--- config.mk ---
export PLATFORM = sky130hd
export DESIGN_NAME = imem_loader_flat
export DESIGN_NICKNAME = d
export VERILOG_FILES = /design/src/rtl/imem_loader_pkg.sv /design/src/rtl/imem_loader_if.sv /design/src/rtl/imem_loader_byte_packer.sv /design/src/rtl/imem_loader.sv /design/src/flat_wrapper.sv
export SDC_FILE = /design/constraint.sdc
export NUM_CORES = 1
export LEC_CHECK = 0
export CORE_MARGIN = 3
export CORE_UTILIZATION = 48
export CTS_BUF_LIST = sky130_fd_sc_hd__clkbuf_4 sky130_fd_sc_hd__clkbuf_8
export CTS_CLUSTER_SIZE = 24
export DETAILED_ROUTE_END_ITERATION = 8
export PLACE_DENSITY = 0.85
export SYNTH_ARGS = -nofsm -noshare
export SYNTH_HDL_FRONTEND = slang
export SYNTH_SLANG_ARGS = --single-unit
--- constraint.sdc ---
create_clock -name clk -period 2 [get_ports clk]
set_input_delay 0.4 -clock clk [delete_from_list [all_inputs] [get_ports clk]]
set_output_delay 0.4 -clock clk [all_outputs]
set_load 0.01 [all_outputs]
--- src/rtl/imem_loader_pkg.sv ---
// Shared definitions for the instruction-memory loader and the imem it feeds.
package imem_loader_pkg;

  localparam int          DEFAULT_DEPTH_WORDS = 16384;
  localparam int          DEFAULT_ADDR_W      = 14;
  localparam logic [31:0] NOP_WORD            = 32'h0000_0013;

  typedef enum logic [2:0] {
    ST_IDLE,
    ST_HDR,
    ST_LOAD,
    ST_DONE,
    ST_ERR
  } state_t;

endpackage

--- src/rtl/imem_loader_if.sv ---
// Byte-stream input and imem write port of the loader, bundled as one interface.
interface imem_loader_if;

  logic        in_valid;
  logic [7:0]  in_data;
  logic        in_ready;
  logic        mem_we;
  logic [31:0] mem_addr;
  logic [31:0] mem_wdata;

  modport master (
    output in_valid, in_data,
    input  in_ready, mem_we, mem_addr, mem_wdata
  );

  modport slave (
    input  in_valid, in_data,
    output in_ready, mem_we, mem_addr, mem_wdata
  );

endinterface

--- src/rtl/imem_loader_byte_packer.sv ---
// Packs accepted bytes into little-endian 32-bit words; word is complete on the 4th byte.
module imem_loader_byte_packer (
  input  logic        clk,
  input  logic        rst_n,
  input  logic        clear,
  input  logic        byte_valid,
  input  logic [7:0]  byte_data,
  output logic        word_valid,
  output logic [31:0] word
);

  logic [1:0] lane;
  logic [7:0] b0, b1, b2;

  // The 4th byte is used straight from the input so the word is usable on its accept edge.
  assign word_valid = byte_valid && (lane == 2'd3);
  assign word       = {byte_data, b2, b1, b0};

  always_ff @(posedge clk) begin
    if (!rst_n || clear) begin
      lane <= 2'd0;
      b0   <= 8'h00;
      b1   <= 8'h00;
      b2   <= 8'h00;
    end else if (byte_valid) begin
      lane <= lane + 2'd1;
      case (lane)
        2'd0:    b0 <= byte_data;
        2'd1:    b1 <= byte_data;
        2'd2:    b2 <= byte_data;
        default: ;
      endcase
    end
  end

endmodule

--- src/rtl/imem_loader.sv ---
// Loads a counted little-endian word stream into imem while holding the core in reset.
module imem_loader
  import imem_loader_pkg::*;
#(
  parameter int          DEPTH_WORDS = DEFAULT_DEPTH_WORDS,
  parameter int          ADDR_W      = DEFAULT_ADDR_W,
  parameter logic [31:0] BASE_ADDR   = 32'h0
) (
  input  logic            clk,
  input  logic            rst_n,
  input  logic            start,
  imem_loader_if.slave    bus,
  output logic            cpu_hold,
  output logic            busy,
  output logic            done,
  output logic            err_overflow,
  output logic [ADDR_W:0] words_loaded
);

  state_t          state;
  logic            in_ready;
  logic            mem_we;
  logic [31:0]     mem_addr;
  logic [31:0]     mem_wdata;
  logic [ADDR_W:0] count;
  logic            start_take;
  logic            byte_take;
  logic            word_valid;
  logic [31:0]     word;

  assign start_take = start && (state == ST_IDLE || state == ST_DONE || state == ST_ERR);
  assign byte_take  = bus.in_valid && in_ready;

  assign bus.in_ready  = in_ready;
  assign bus.mem_we    = mem_we;
  assign bus.mem_addr  = mem_addr;
  assign bus.mem_wdata = mem_wdata;

  imem_loader_byte_packer u_packer (
    .clk        (clk),
    .rst_n      (rst_n),
    .clear      (start_take),
    .byte_valid (byte_take),
    .byte_data  (bus.in_data),
    .word_valid (word_valid),
    .word       (word)
  );

  always_ff @(posedge clk) begin
    if (!rst_n) begin
      state        <= ST_IDLE;
      in_ready     <= 1'b0;
      mem_we       <= 1'b0;
      mem_addr     <= BASE_ADDR;
      mem_wdata    <= 32'h0;
      cpu_hold     <= 1'b0;
      busy         <= 1'b0;
      done         <= 1'b0;
      err_overflow <= 1'b0;
      words_loaded <= '0;
      count        <= '0;
    end else begin
      mem_we <= 1'b0;
      case (state)
        ST_IDLE, ST_DONE, ST_ERR: begin
          if (start) begin
            state        <= ST_HDR;
            in_ready     <= 1'b1;
            busy         <= 1'b1;
            cpu_hold     <= 1'b1;
            done         <= 1'b0;
            err_overflow <= 1'b0;
            words_loaded <= '0;
            count        <= '0;
          end
        end
        ST_HDR: begin
          if (word_valid) begin
            if (word == 32'h0) begin
              state    <= ST_DONE;
              in_ready <= 1'b0;
              busy     <= 1'b0;
              cpu_hold <= 1'b0;
              done     <= 1'b1;
            end else if (word > 32'(DEPTH_WORDS)) begin
              state        <= ST_ERR;
              in_ready     <= 1'b0;
              busy         <= 1'b0;
              err_overflow <= 1'b1;
            end else begin
              state <= ST_LOAD;
              count <= word[ADDR_W:0];
            end
          end
        end
        ST_LOAD: begin
          // words_loaded already counts the word being written, so equality marks the last write.
          if (mem_we && words_loaded == count) begin
            state    <= ST_DONE;
            in_ready <= 1'b0;
            busy     <= 1'b0;
            cpu_hold <= 1'b0;
            done     <= 1'b1;
          end else if (word_valid) begin
            mem_we       <= 1'b1;
            mem_wdata    <= word;
            mem_addr     <= BASE_ADDR + (32'(words_loaded) << 2);
            words_loaded <= words_loaded + (ADDR_W + 1)'(1);
          end
        end
        default: state <= ST_IDLE;
      endcase
    end
  end

endmodule

--- src/flat_wrapper.sv ---
// flat-port wrapper written by rule: the top's interface ports become plain ports
module imem_loader_flat import imem_loader_pkg::*;
#(
  parameter int          DEPTH_WORDS = DEFAULT_DEPTH_WORDS,
  parameter int          ADDR_W      = DEFAULT_ADDR_W,
  parameter logic [31:0] BASE_ADDR   = 32'h0
)
  (clk, rst_n, start, cpu_hold, busy, done, err_overflow, words_loaded, bus_in_valid, bus_in_data, bus_in_ready, bus_mem_we, bus_mem_addr, bus_mem_wdata);
  imem_loader_if bus_i ();
  input  logic clk;
  input  logic rst_n;
  input  logic start;
  output logic cpu_hold;
  output logic busy;
  output logic done;
  output logic err_overflow;
  output logic [ADDR_W:0] words_loaded;
  input wire logic [$bits(bus_i.in_valid)-1:0] bus_in_valid;
  input wire logic [$bits(bus_i.in_data)-1:0] bus_in_data;
  output wire logic [$bits(bus_i.in_ready)-1:0] bus_in_ready;
  output wire logic [$bits(bus_i.mem_we)-1:0] bus_mem_we;
  output wire logic [$bits(bus_i.mem_addr)-1:0] bus_mem_addr;
  output wire logic [$bits(bus_i.mem_wdata)-1:0] bus_mem_wdata;
  assign bus_i.in_valid = bus_in_valid;
  assign bus_i.in_data = bus_in_data;
  assign bus_in_ready = bus_i.in_ready;
  assign bus_mem_we = bus_i.mem_we;
  assign bus_mem_addr = bus_i.mem_addr;
  assign bus_mem_wdata = bus_i.mem_wdata;
  imem_loader #(.DEPTH_WORDS(DEPTH_WORDS), .ADDR_W(ADDR_W), .BASE_ADDR(BASE_ADDR)) u_core (.clk(clk), .rst_n(rst_n), .start(start), .bus(bus_i), .cpu_hold(cpu_hold), .busy(busy), .done(done), .err_overflow(err_overflow), .words_loaded(words_loaded));
endmodule
* Word-level counts from Yosys, hierarchy flattened
Cells that the tools add are included.
** Operators by class
- $add $sub $neg :: 2
- $lt $le $gt $ge :: 1
- Equality and inequality tests :: 18
- Multiplexer cells :: 33
- Bitwise operators :: 3
- Reductions and logical operators :: 26
** Operators with widths (count)
- 15-bit two-way mux :: 6
- 15-bit one-hot mux with 2 select lines :: 2
- 32-bit by 15-bit greater-than comparator with 1-bit output, second input constant :: 1
- 32-bit zero test :: 1
- 5-bit AND reduction :: 4
- 15-bit by 1-bit adder with 15-bit output, second input constant :: 1
- 15-bit == test :: 1
- 1-bit two-way mux :: 15
- 3-bit two-way mux :: 5
- 2-bit inequality test, second input constant :: 6
- 1-bit one-hot mux with 3 select lines :: 3
- 3-bit one-hot mux with 3 select lines :: 1
- 3-bit by 2-bit == test with 1-bit output, second input constant :: 2
- 2-bit by 1-bit inequality test with 1-bit output, second input constant :: 3
- 2-bit AND reduction :: 3
- 3-bit AND reduction :: 2
- 3-bit OR reduction :: 2
- 2-bit == test, second input constant :: 2
- 1-bit logical AND :: 4
- 4-bit AND reduction :: 1
- 2-bit nonzero test :: 2
- 3-bit by 1-bit == test with 1-bit output, second input constant :: 1
- 3-bit == test, second input constant :: 1
- 3-bit zero test :: 1
- other kinds (9) :: 13
** Word-level totals
- Bits in registers :: 111
- Input bits :: 12
- Output and inout port bits :: 85
- Logic and storage cells :: 97

* Longest topological paths before layout
- Depth in word-level cells :: 5
- Mapped depth :: 9
- Depth with buffers taken out :: 7

* Cells and area by module
A second synthesis with hierarchy kept.
** Second synthesis, totals
- Cells, all modules :: 584
- Area total of the unflattened synthesis :: 5447.7 um^2
** By module, submodules not included
- imem_loader :: instances 1, cells an instance 451, area each 4040.1 um^2, seq. area each 1701.6 um^2
- imem_loader_byte_packer :: instances 1, cells an instance 133, area each 1407.6 um^2, seq. area each 520.5 um^2

* Worst setup path before layout
OpenSTA, ideal clock, no wires.
- Kind :: input -> register
- Start :: input bus_in_data[3]
- End :: register u_core.count[1]
- Setup time :: 0.117 ns
- Arrival :: 1.823 ns
- Data required time :: 1.883 ns
- Slack :: 0.061 ns
- Stages :: 7
- Path buffers :: 1
- Path through :: nor4_1 > nand4_1 > nor4_4 > nand3b_4 > a22o_4 > buf_6 > a22o_1
** Between the ends
- Longest elaborated chain between the ends :: 3
- Elaborated cells on any way between the ends :: 5
- Classes of those cells :: order compare (1); eq/ne (2); reduce/logical (2)
** Ends and longest elaborated chain
- start, declared :: RTL line flat_wrapper.sv:19 : input wire logic [$bits(bus_i.in_data)-1:0] bus_in_data;
- 32-bit by 15-bit greater-than comparator with 1-bit output or 32-bit zero test (tied branches) :: RTL line imem_loader.sv:85, imem_loader.sv:79
- 2-bit inequality test (no source line)
- 5-bit AND reduction (no source line) (*)
- end signal, assigned :: RTL line imem_loader.sv:92 : count <= word[ADDR_W:0];
- end, declared :: RTL line imem_loader.sv:25 : logic [ADDR_W:0] count;
Every way passes the cells marked *; elsewhere a longest branch is shown, timed or not.
A chain may end at the register's enable or synchronous reset.

* Final worst setup path
- Start :: register u_core.words_loaded[0]
- End :: register u_core.mem_wdata[31] (netlist: u_core.bus.mem_wdata[31])
** Between the ends
- Longest elaborated chain between the ends :: 4
** Ends and longest elaborated chain
- start, declared :: RTL line imem_loader.sv:17 : output logic [ADDR_W:0] words_loaded
- start signal, assigned :: RTL line imem_loader.sv:108 : words_loaded <= words_loaded + (ADDR_W + 1)'(1);
- 15-bit == test :: RTL line imem_loader.sv:98 : if (mem_we && words_loaded == count) begin
- 1-bit logical AND :: RTL line imem_loader.sv:98
- 1-bit inverter (no source line)
- 3-bit AND reduction (no source line)
- end signal, assigned :: RTL line imem_loader.sv:106 : mem_wdata <= word;
- end, declared :: RTL line imem_loader.sv:24 : logic [31:0] mem_wdata;
No other way between the ends.

==> impl_metrics.ini <==
[synthesis]
synth_area_leader_cell = dfxtp_1
ys_seq_area_frac = 0.472
synth-edff-count = 0
synth_fa_ha_area_frac = 0.0133
async_flop_share = 0
synth_top_family_by_area = simple AND/OR/NAND/NOR gates
yosysWarnings = 0
postSynthCellCount = 543
ys_ff_latch = 111
ys.flop_type = dfxtp_1
synthMuxAreaShare = 0.0510
synth-simple-area-share = 0.216
synthesis.area_um2 = 4710
avgSynthCellArea_um2 = 8.67
synth_top_area_share = 0.472
ys_types = 43
synth-xor-area-share = 0.0521
synth_area_leaders = dfxtp_1, nand2_1, a21oi_1, xnor2_1, mux2i_1
synth_compound_gate_area_share = 0.122

[placed_design]
io_buffers = 79
hpwl_mm = 8.60
dp_cells = 760
pre_cts_slack_ps = -469
place_congestion = 0.915
dpl_cell_area_um2 = 5810

[global_routing]
grt_pass1_vias = 4026
grt_max_degree = 54
grt_usage = 0.214
grt_pass1_wl_mm = 19.5
antenna_found_initial = 0
grt_overflow = 0

[floorplanning]
die_h_um = 105
initial_utilization = 0.502
die_x_um = 105
core_um2 = 9370
io_pins = 97
num_rows = 35
die_area_um2 = 11000

[setup_path]
r2r_start = u_core.words_loaded[0]$_SDFFE_PN0P_
r2r_cells = 7
worstPathRequired_ps = 2300
arrival_ps = 2250
worst_setup_path_start_kind = register
crit_path_end_kind = register
path_class = register to register
path_max_fanout = 29
r2r_end = u_core.bus.mem_wdata[31]$_SDFFE_PN0P_
reg2reg_slack_ps = 50

[power]
powerDensity_nw_per_um2 = 642
p_leak_uw = 0.00232
finalPower_uw = 3920
ir_drop_mv = 0.467

[layout]
antenna_cells = 0
drive_gt1_frac = 0.131
final_cells = 776
postLayoutCellArea_um2 = 6110
nets = 660
syn2layout_area_growth_pct = 29.7

[sta]
whs_ps = 458
finalCritPeriodShare = 0.974
fin_skew_ps = 9.96
rsz0062_at_grt = yes
setup_ws_ps = 52.2
finalHoldViolCount = 0
slew_violations = 0
max_freq_mhz = 513
finalSetupViolCount = 0
period_needed_ps = 1950
relSlewSlack = 0.656
worst_pin_slew_ps = 509

[run]
maxCapViolCount = 0

[worst_hold_path]
whs_path_depth = 2
min_from = u_core.done$_SDFFE_PN0P_
hold_path.class = register to register
whs_endpoint = u_core.done$_SDFFE_PN0P_

[route]
drc_errors = 0
routed_wl_mm = 12.0
ant_nets = 0
viasPerCell = 5.31
drtIter0Drc = 209
vias = 4123
wl_per_cell_um = 15.4
drtPass1Iterations = 5

[clocking]
cts_made_buffers = 9
cts_root_buffer = clkbuf_8
clk_path_buf_depth = 2
clock_latency_ps = 370
clk_pin_slew_ps = 110
clkSinkCount = 111
cts_tree = built
htreeDepth = 3
cts_setup_buffers = 0

[run_status]
outcome = finished clean
-- state kept, by name, indices dropped and copies added, names as in the netlist --
| signal | cells |
|---|---|
| u_core.state | 3 |
| u_core.err_overflow | 1 |
| u_core.bus.mem_addr | 15 |
| u_core.cpu_hold | 1 |
| u_core.u_packer.b0 | 8 |
| u_core.count | 15 |
| u_core.u_packer.lane | 2 |
| u_core.words_loaded | 15 |
| u_core.u_packer.b2 | 8 |
| u_core.bus.mem_wdata | 32 |
| u_core.busy | 1 |
| u_core.done | 1 |
| u_core.u_packer.b1 | 8 |
| u_core.bus.mem_we | 1 |
-- synth_stat cells (2+ instances only) --
cell type	instances
clkbuf_1	15
dfxtp_1	111
nor4_1	8
nand3_1	13
buf_4	24
nand4_1	14
nor2_1	52
nor4_4	2
a21boi_0	2
a22o_1	11
nor3b_1	2
ha_1	5
buf_2	11
xnor2_1	28
clkbuf_2	2
nor2b_1	4
or3_1	3
mux2i_1	24
a21oi_1	61
nor3_1	11
inv_1	7
a22o_2	5
a21o_1	2
nand2_1	106
o21ai_0	2
-- area by class of cell --
| cell class | count | area (um^2) |
|---|---|---|
| Clock buffer | 9 | 124 |
| Clock inverter | 6 | 76.3 |
| Fill cell | 779 | 3270 |
| Inverter | 8 | 30.0 |
| Multi-Input combinational cell | 388 | 2290 |
| Sequential cell | 111 | 2230 |
| Tap cell | 129 | 161 |
| Timing Repair Buffer | 125 | 1200 |
-- critical path, cell delays in order, from the launching register on --
cell and delay, ps:
dfxtp_1 380, xnor2_1 270, nand4_1 180, nor4_4 300, or2_1 260, buf_8 230, nand2_1 80, a21oi_1 160
-- cells in the final DEF, fill, tap and decap left out, types with 7 or more instances in the layout --
| master | n |
|---|---|
| clkdlybuf4s50_1 | 72 |
| nor3_1 | 10 |
| mux2i_1 | 24 |
| conb_1 | 17 |
| a21oi_1 | 61 |
| xnor2_1 | 27 |
| a22o_1 | 11 |
| nand2_1 | 106 |
| clkbuf_8 | 9 |
| nand4_1 | 14 |
| buf_4 | 40 |
| dfxtp_1 | 108 |
| nor2_1 | 51 |
| nand3_1 | 13 |
| inv_1 | 7 |
-- how the worst max path moves through the flow --
stage	start	endpoint	slack, ps	cells after the start
after floorplan	bus_in_data[3]	u_core.count[1]$_SDFFE_PN0P_	60	7
after global placement	bus_in_data[7]	u_core.count[11]$_SDFFE_PN0P_	-410	7
after detailed placement	bus_in_data[7]	u_core.count[0]$_SDFFE_PN0P_	-470	7
after CTS	u_core.u_packer.b1[7]$_SDFFE_PP0P_	u_core.count[0]$_SDFFE_PN0P_	4	6
after global routing	u_core.words_loaded[5]$_SDFFE_PN0P_	u_core.words_loaded[0]$_SDFFE_PN0P_	-30	8
final	u_core.words_loaded[0]$_SDFFE_PN0P_	u_core.bus.mem_wdata[31]$_SDFFE_PN0P_	50	7
-- logic make-up (layout without fill, tap and decap cells) --
family | count (synthesis) | after routing
muxes | 24 | 24
buffers and inverters | 61 | 148
other | 1 | 17
xor gates and xnor gates | 28 | 28
AOI/OAI and AO/OA | 92 | 93
DFF | 111 | 111
adders and majority gates | 5 | 5
and+or+nand+nor | 221 | 221
-- repair_timing --
action                     CTS  global route
pin swaps                    7            14
setup endpoints to repair   16            72
resized for setup           10            14
hold buffers                 0             0
cloned                       1             0
-- metrics by stage --
stage / util / TNS (ps)
after floorplan: - / 0
after global placement: 0.620 / -9780
after global routing: 0.652 / -110
after CTS: 0.645 / 0
final: 0.652 / 0
after detailed placement: 0.620 / -13030
-- where the power goes --
part / internal, uW / switching [uW] / total [uW]
combinational: 108 / 161 / 269
sequential: 2220 / 20.8 / 2240
clock: 596 / 809 / 1410
total: 2930 / 991 / 3920
-- layer usage --
metal  GRT usage  up-vias  part of all wire
met5           0        -                 0
met4      0.0778        0             0.019
met3      0.0401       23             0.057
met2       0.379      162              0.52
met1       0.258     1926              0.41
li1            -     2012                 -
Note: power is estimated with default switching activity, not from simulation.
